$ cat src/rtl/weight_read_sequencer.sv
// weight_read_sequencer: streams activations against a neuron's weight memory
// and presents latency-aligned (x, w) pairs with first/last tags to the MAC.
module weight_read_sequencer #(
    parameter int addressWidth = 10,
    parameter int dataWidth    = 16,
    parameter int numWeight    = 784
) (
    input  logic                  clk,
    input  logic                  rst,
    input  logic                  start,
    input  logic                  abort,
    input  logic                  x_valid,
    input  logic [dataWidth-1:0]  x_data,
    output logic                  x_ready,
    output logic                  w_ren,
    output logic [addressWidth:0] w_raddr,
    input  logic [dataWidth-1:0]  w_data,
    output logic                  mac_valid,
    output logic [dataWidth-1:0]  mac_x,
    output logic [dataWidth-1:0]  mac_w,
    output logic                  mac_first,
    output logic                  mac_last,
    output logic                  busy,
    output logic                  done
);

    localparam int AW = addressWidth + 1;
    localparam logic [AW-1:0] LAST_IDX = AW'(numWeight - 1);

    if (numWeight < 1 || numWeight > (1 << addressWidth)) begin : g_bad_num
        $error("weight_read_sequencer: numWeight out of range");
    end

    typedef enum logic [1:0] {IDLE, RUN, DRAIN, DONE} state_e;

    state_e                 state_q, state_d;
    logic [AW-1:0]          idx_q, idx_d;
    logic                   s1_valid_q;
    logic                   s1_first_q;
    logic                   s1_last_q;
    logic [dataWidth-1:0]   s1_x_q;
    logic                   mac_valid_q;
    logic [dataWidth-1:0]   mac_x_q;
    logic [dataWidth-1:0]   mac_w_q;
    logic                   mac_first_q;
    logic                   mac_last_q;
    logic                   fire;
    logic                   is_last;

    assign x_ready   = (state_q == RUN);
    assign fire      = x_valid & x_ready;
    assign w_ren     = fire;
    assign w_raddr   = idx_q;
    assign busy      = (state_q != IDLE);
    assign done      = (state_q == DONE);
    assign is_last   = (idx_q == LAST_IDX);
    assign mac_valid = mac_valid_q;
    assign mac_x     = mac_x_q;
    assign mac_w     = mac_w_q;
    assign mac_first = mac_first_q;
    assign mac_last  = mac_last_q;

    always_comb begin
        state_d = state_q;
        idx_d   = idx_q;
        unique case (state_q)
            IDLE: begin
                if (start) begin
                    state_d = RUN;
                    idx_d   = '0;
                end
            end
            RUN: begin
                if (fire) begin
                    idx_d = idx_q + 1'b1;
                    if (is_last) state_d = DRAIN;
                end
            end
            // Wait for the final pair to leave stage 1 before signalling done
            DRAIN: begin
                if (!s1_valid_q) state_d = DONE;
            end
            DONE: state_d = IDLE;
            default: state_d = IDLE;
        endcase
        if (abort) begin
            state_d = IDLE;
            idx_d   = '0;
        end
    end

    always_ff @(posedge clk) begin
        if (rst) begin
            state_q <= IDLE;
            idx_q   <= '0;
        end else begin
            state_q <= state_d;
            idx_q   <= idx_d;
        end
    end

    // Stage 1 holds x while the weight read is in flight
    always_ff @(posedge clk) begin
        if (rst) begin
            s1_valid_q <= 1'b0;
            s1_first_q <= 1'b0;
            s1_last_q  <= 1'b0;
            s1_x_q     <= '0;
        end else if (abort) begin
            s1_valid_q <= 1'b0;
        end else begin
            s1_valid_q <= fire;
            if (fire) begin
                s1_x_q     <= x_data;
                s1_first_q <= (idx_q == '0);
                s1_last_q  <= is_last;
            end
        end
    end

    always_ff @(posedge clk) begin
        if (rst) begin
            mac_valid_q <= 1'b0;
            mac_x_q     <= '0;
            mac_w_q     <= '0;
            mac_first_q <= 1'b0;
            mac_last_q  <= 1'b0;
        end else if (abort) begin
            mac_valid_q <= 1'b0;
        end else begin
            mac_valid_q <= s1_valid_q;
            if (s1_valid_q) begin
                mac_x_q     <= s1_x_q;
                mac_w_q     <= w_data;
                mac_first_q <= s1_first_q;
                mac_last_q  <= s1_last_q;
            end
        end
    end

endmodule

$ cat config.mk
export PLATFORM = sky130hd
export DESIGN_NAME = weight_read_sequencer
export DESIGN_NICKNAME = d
export VERILOG_FILES = /design/src/rtl/weight_read_sequencer.sv
export SDC_FILE = /design/constraint.sdc
export NUM_CORES = 1
export LEC_CHECK = 0
export ABC_AREA = 1
export CORE_UTILIZATION = 41
export CTS_CLUSTER_SIZE = 24
export DETAILED_ROUTE_END_ITERATION = 8
export PLACE_DENSITY_LB_ADDON = 0.2
export SETUP_SLACK_MARGIN = 0.5
export SYNTH_ARGS = -nofsm -noshare
export SYNTH_HDL_FRONTEND = slang
export SYNTH_SLANG_ARGS = --single-unit
$ cat constraint.sdc
create_clock -name clk -period 1.4 [get_ports clk]
set_input_delay 0.28 -clock clk [delete_from_list [all_inputs] [get_ports clk]]
set_output_delay 0.28 -clock clk [all_outputs]
set_load 0.01 [all_outputs]
==> Word level (Yosys, flattened, before mapping) <==
Cells that the tools add are included.
{ "word_totals": {"regBits": 67, "elab_cells": 39} }
{ "classes": {"add_sub_neg": 1, "eq_ne": 8, "muxes": 8, "bitwise_logic": 2, "n_reduce_logical": 9} }
{ "op_table": {"columns": ["op", "count"], "rows": [
  ["11-bit 2-to-1 mux", 2],
  ["11-bit case mux with 2 select lines", 1],
  ["11-bit by 1-bit adder with 11-bit output, second input constant", 1],
  ["11-bit by 10-bit == test with 1-bit output, second input constant", 1],
  ["11-bit zero test", 1],
  ["2-bit 2-to-1 mux", 4],
  ["2-bit case mux with 4 select lines", 1],
  ["2-bit == test, second input constant", 2],
  ["2-bit by 1-bit != test with 1-bit output, second input constant", 2],
  ["2-bit != test, second input constant", 2],
  ["2-bit AND reduction", 2],
  ["4-bit AND reduction", 1],
  ["2-bit nonzero test", 2],
  ["3-bit AND reduction", 1],
  ["2-bit by 1-bit == test with 1-bit output, second input constant", 1],
  ["2-bit zero test", 1],
  ["2-bit OR reduction", 1],
  ["1-bit AND", 1],
  ["1-bit NOT", 1]
]} }

==> Logic depth before layout (Yosys ltp) <==
{ "depth": {"word_depth": 4, "mapped_depth": 10} }

==> Worst setup path after synthesis <==
No wires, ideal clock.
{ "synth_timing": {"path_type": "register to register", "startpoint": "register state_q[1]", "endpoint": "register idx_q[9] (netlist: w_raddr[9])", "setup_ns": 0.111, "arrival_ns": 1.359, "required_time_ns": 1.289, "slack_ns": -0.069, "path_stages_with_launch": 10, "n_path_buf": 0, "synth_period_minus_slack_ns": 1.469, "path_cell_list": "dfxtp_1 inv_1 ha_1 inv_1 nand2_2 nand3_4 o21ai_2 inv_2 nand2_1 nor2_1"} }
{ "synth_between": {"elab_chain_cells": 4, "word_cells_on_any_way": 8, "classes_between": "eq/ne (3); mux (1); bitwise (1); reduce/logical (3)"} }
{ "synth_rtl": {"columns": ["element", "line", "text"], "rows": [
  ["from (decl)", "36", "state_e state_q, state_d;"],
  ["from (signal assigned)", "97", "state_q <= state_d;"],
  ["2-bit by 1-bit == test with 1-bit output *", "50", "assign x_ready = (state_q == RUN);"],
  ["named net x_ready", "14", "output logic x_ready,"],
  ["1-bit AND", "51", "assign fire = x_valid & x_ready;"],
  ["2-bit by 1-bit != test with 1-bit output (no source line)", null, null],
  ["3-bit AND reduction (no source line)", null, null],
  ["to (signal assigned)", "98", "idx_q <= idx_d;"],
  ["to (decl)", "37", "logic [AW-1:0] idx_q, idx_d;"]
]} }
The timed path passes the listed nets; every way through them passes the cells marked *.
A chain may end at the register's enable or synchronous reset.

==> Final worst setup path <==
{ "layout_timing": {"startpoint": "register state_q[1]", "endpoint": "register idx_q[5] (netlist: w_raddr[5])"} }
{ "layout_between": {"elab_chain_cells": 4, "word_cells_on_any_way": 8, "classes_between": "eq/ne (3); mux (1); bitwise (1); reduce/logical (3)"} }
{ "layout_rtl": {"columns": ["element", "line"], "rows": [
  ["2-bit by 1-bit == test with 1-bit output", "50, 66"],
  ["1-bit AND", "51"],
  ["2-bit by 1-bit != test with 1-bit output (no source line)", null],
  ["3-bit AND reduction (no source line)", null]
]} }
Parallel ways exist; a longest one is shown, timed or not.

==> results.toml <==
[status]
outcome = "finished, violations left"
failed_checks = "negative setup slack"

[drt]
vias_per_cell = 5.20
ant_nets = 0
wl_per_cell_um = 17.0
routed_wirelength_um = 9890
initialDrtViolationCount = 87
dr.pass1.iters = 4
vias = 3033
drc = 0

[power]
p_per_area_nw_per_um2 = 875
ir_drop_mv = 0.755
p_leak_nw = 2.22
p_total_mw = 4.70

[worst_setup_path]
cp-startpoint = "state_q[1]"
crit_fanout = 5
timing.rr.start = "state_q[1]"
ff2ff_path_depth = 10
endpoint = "w_raddr[5]"
reg2reg_to = "w_raddr[5]"
reg2reg_slack_ns = -0.10
start_kind = "flip-flop"
crit_type = "reg -> reg"
cp.arrival_ns = 1.75
worstPathRequired_ns = 1.65
end_kind = "flip-flop"

[synth]
ys_seq_area_frac = 0.503
yosys.cell_count.top_type = "nor2_1"
syn_area_sq_um = 2670
synth_cells = 361
syn_nets = 404
yosysTopAreaCell = "dfxtp_1"
ys_seq_elements = 67
synthArstFlopShare = 0
synth_ff_type = "dfxtp_1"
synth.top_cell.area_share = 0.503
synth_area_per_cell_sq_um = 7.39
synth_edf_count = 0
yosys-top-cells-area = "dfxtp_1 (50%), nor2_1 (17%), o21ai_0 (9.8%)"
yosysUniqueCellTypes = 21
yosys-top-cells-count = "nor2_1 (120), dfxtp_1 (67), o21ai_0 (52)"
yosysWarningCount = 0

[run]
maxCapViolations = 0

[die]
fp-row-count = 29
io_pins = 87
die_h_um = 82.6
die_area_sq_um = 6830
initial_core_util = 0.422
coreArea_sq_um = 6310
fp.dieW_um = 82.6

[sta]
fmax_ghz = 0.666
rsz0062_at_grt = "yes"
tightest_slew_ns = 0.279
period_minus_slack_ns = 1.50
worst_slew_margin_rel = 0.812
layout_setup_ws_ns = -0.102
drv_slew = 0
setup_viol = 14
clock_skew_ns = 0.00968
hold_viol_final = 0
min_period_over_period = 1.07

[global_route]
grt_util_all_layers = 0.276
overflow = 0
met3_usage = 0.0560
gr-usage-met1 = 0.312
grt_use_met2 = 0.504
antenna_found_initial = 0
grt_pass1_vias = 2751
grt_max_degree = 26
grt_busiest_layer = "met2"
grt_pass1_wl_um = 13500

[cells_and_area]
n_antenna_cell = 0
fin_nets = 544
syn2layout_area_growth_pct = 101
post-route-util = 0.850
final_layout_size_suffix_gt1_frac = 0.599
num-fill-cells = 338
stdcell_area_sq_um = 5370

[cts]
cts_tree = "done"
cts.sinks = 67
clkTransAtPathRegs_ns = 0.08
clk_latency_ns = 0.35
htreeDepth = 3
clockRootBuffer = "clkbuf_8"
cts_buffer_depth = 2
ctsHoldBuffers = 0
cts_made_buffers = 9

[placed_design]
gp_congestion = 0.856
io_buffer_count = 86
place_ws_ns = -0.357
dp_hpwl_um = 4480
placed_area_sq_um = 3800

[hold_path]
hold_path.class = "in -> reg"
## critical path: stages, from the launching register on
cell	delay, ns
dfxtp_2	0.34
inv_4	0.07
ha_4	0.14
buf_6	0.12
inv_4	0.04
nand2_4	0.06
nand3_4	0.14
o21ai_4	0.28
inv_4	0.09
nand2_2	0.08
a21oi_2	0.03
## kinds of logic (layout without fill, tap and decap cells)
kind of cell,count (synthesis),in the layout,synth area share
and+or+nand+nor,178,182,0.277
AOI/OAI and AO/OA,64,64,0.123
DFF,67,67,0.503
adders and majority gates,6,6,0.0282
buffers and inverters,46,187,0.0690
## timing repair
item	in CTS	in global routing
setup endpoints to repair	117	116
gates resized for setup	460	74
hold endpoints to repair	0	0
gates cloned	15	0
buffers inserted	14	11
pin swaps	30	33
## layer usage
metal  routed length (um)  vias to the layer above  share of wire
met3                  543                       23          0.055
met1                 3700                     1435           0.37
met4                  295                        0          0.030
met5                    0                        -              0
li1                     -                     1446              -
met2                 5350                      129           0.54
## through the flow
stage          setup TNS [ns]  instances  hold slack (ns)
2_1_floorplan               0        361            0.352
3_3_place_gp            -9.88        527            0.438
3_5_place_dp           -10.63        527            0.436
4_1_cts                -0.637        572            0.283
5_1_grt                 -2.15        583            0.294
6_report               -0.906        583            0.298
## sequential cells by signal, indices dropped and copies added, names as in the netlist
register    count
mac_first       1
mac_last        1
mac_valid       1
mac_w          16
mac_x          16
s1_first_q      1
s1_last_q       1
s1_valid_q      1
s1_x_q         16
state_q         2
w_raddr        11
## final cells by class
type	instances	area (sq um)	area share
Timing Repair inverter	6	104	0.0193
Multi-Input combinational cell	252	1830	0.340
Tap cell	77	96.3	0.0179
Sequential cell	67	1440	0.267
Inverter	33	164	0.0305
Clock inverter	6	111	0.0207
Clock buffer	10	138	0.0256
Timing Repair Buffer	132	1500	0.278
## cell usage in the layout, fill, tap and decap left out, types with 5 or more instances in the layout
master	count
a21oi_1	7
buf_12	8
buf_4	26
buf_6	55
clkbuf_8	10
clkdlybuf4s50_1	34
dfxtp_1	18
dfxtp_2	36
dfxtp_4	13
ha_4	5
inv_1	21
inv_2	5
nand2_1	21
nand2_2	11
nand2_8	6
nand4_1	6
nor2_1	69
nor2_2	20
nor2_4	35
o21ai_0	9
o21ai_1	11
o21ai_2	33
## how the worst min path moves through the flow
stage | slack, ns | startpoint | depth (start not counted) | end
2_1_floorplan | 0.35 | rst | 1 | mac_valid
3_3_place_gp | 0.44 | w_raddr[0] | 1 | w_raddr[0]
5_1_grt | 0.29 | rst | 2 | mac_valid
6_report | 0.30 | rst | 2 | mac_valid
3_5_place_dp | 0.44 | w_raddr[0] | 1 | w_raddr[0]
4_1_cts | 0.28 | rst | 2 | mac_valid
## report_power, final
part / internal [mW] / total (mW) / switching, mW / leakage, nW
Sequential: 1.92 / 1.95 / 0.0353 / 0.570
Clock: 1.24 / 2.04 / 0.808 / 0.123
Combinational: 0.356 / 0.701 / 0.345 / 1.53
Total: 3.51 / 4.70 / 1.19 / 2.22
Note: power is estimated with default switching activity, not from simulation.
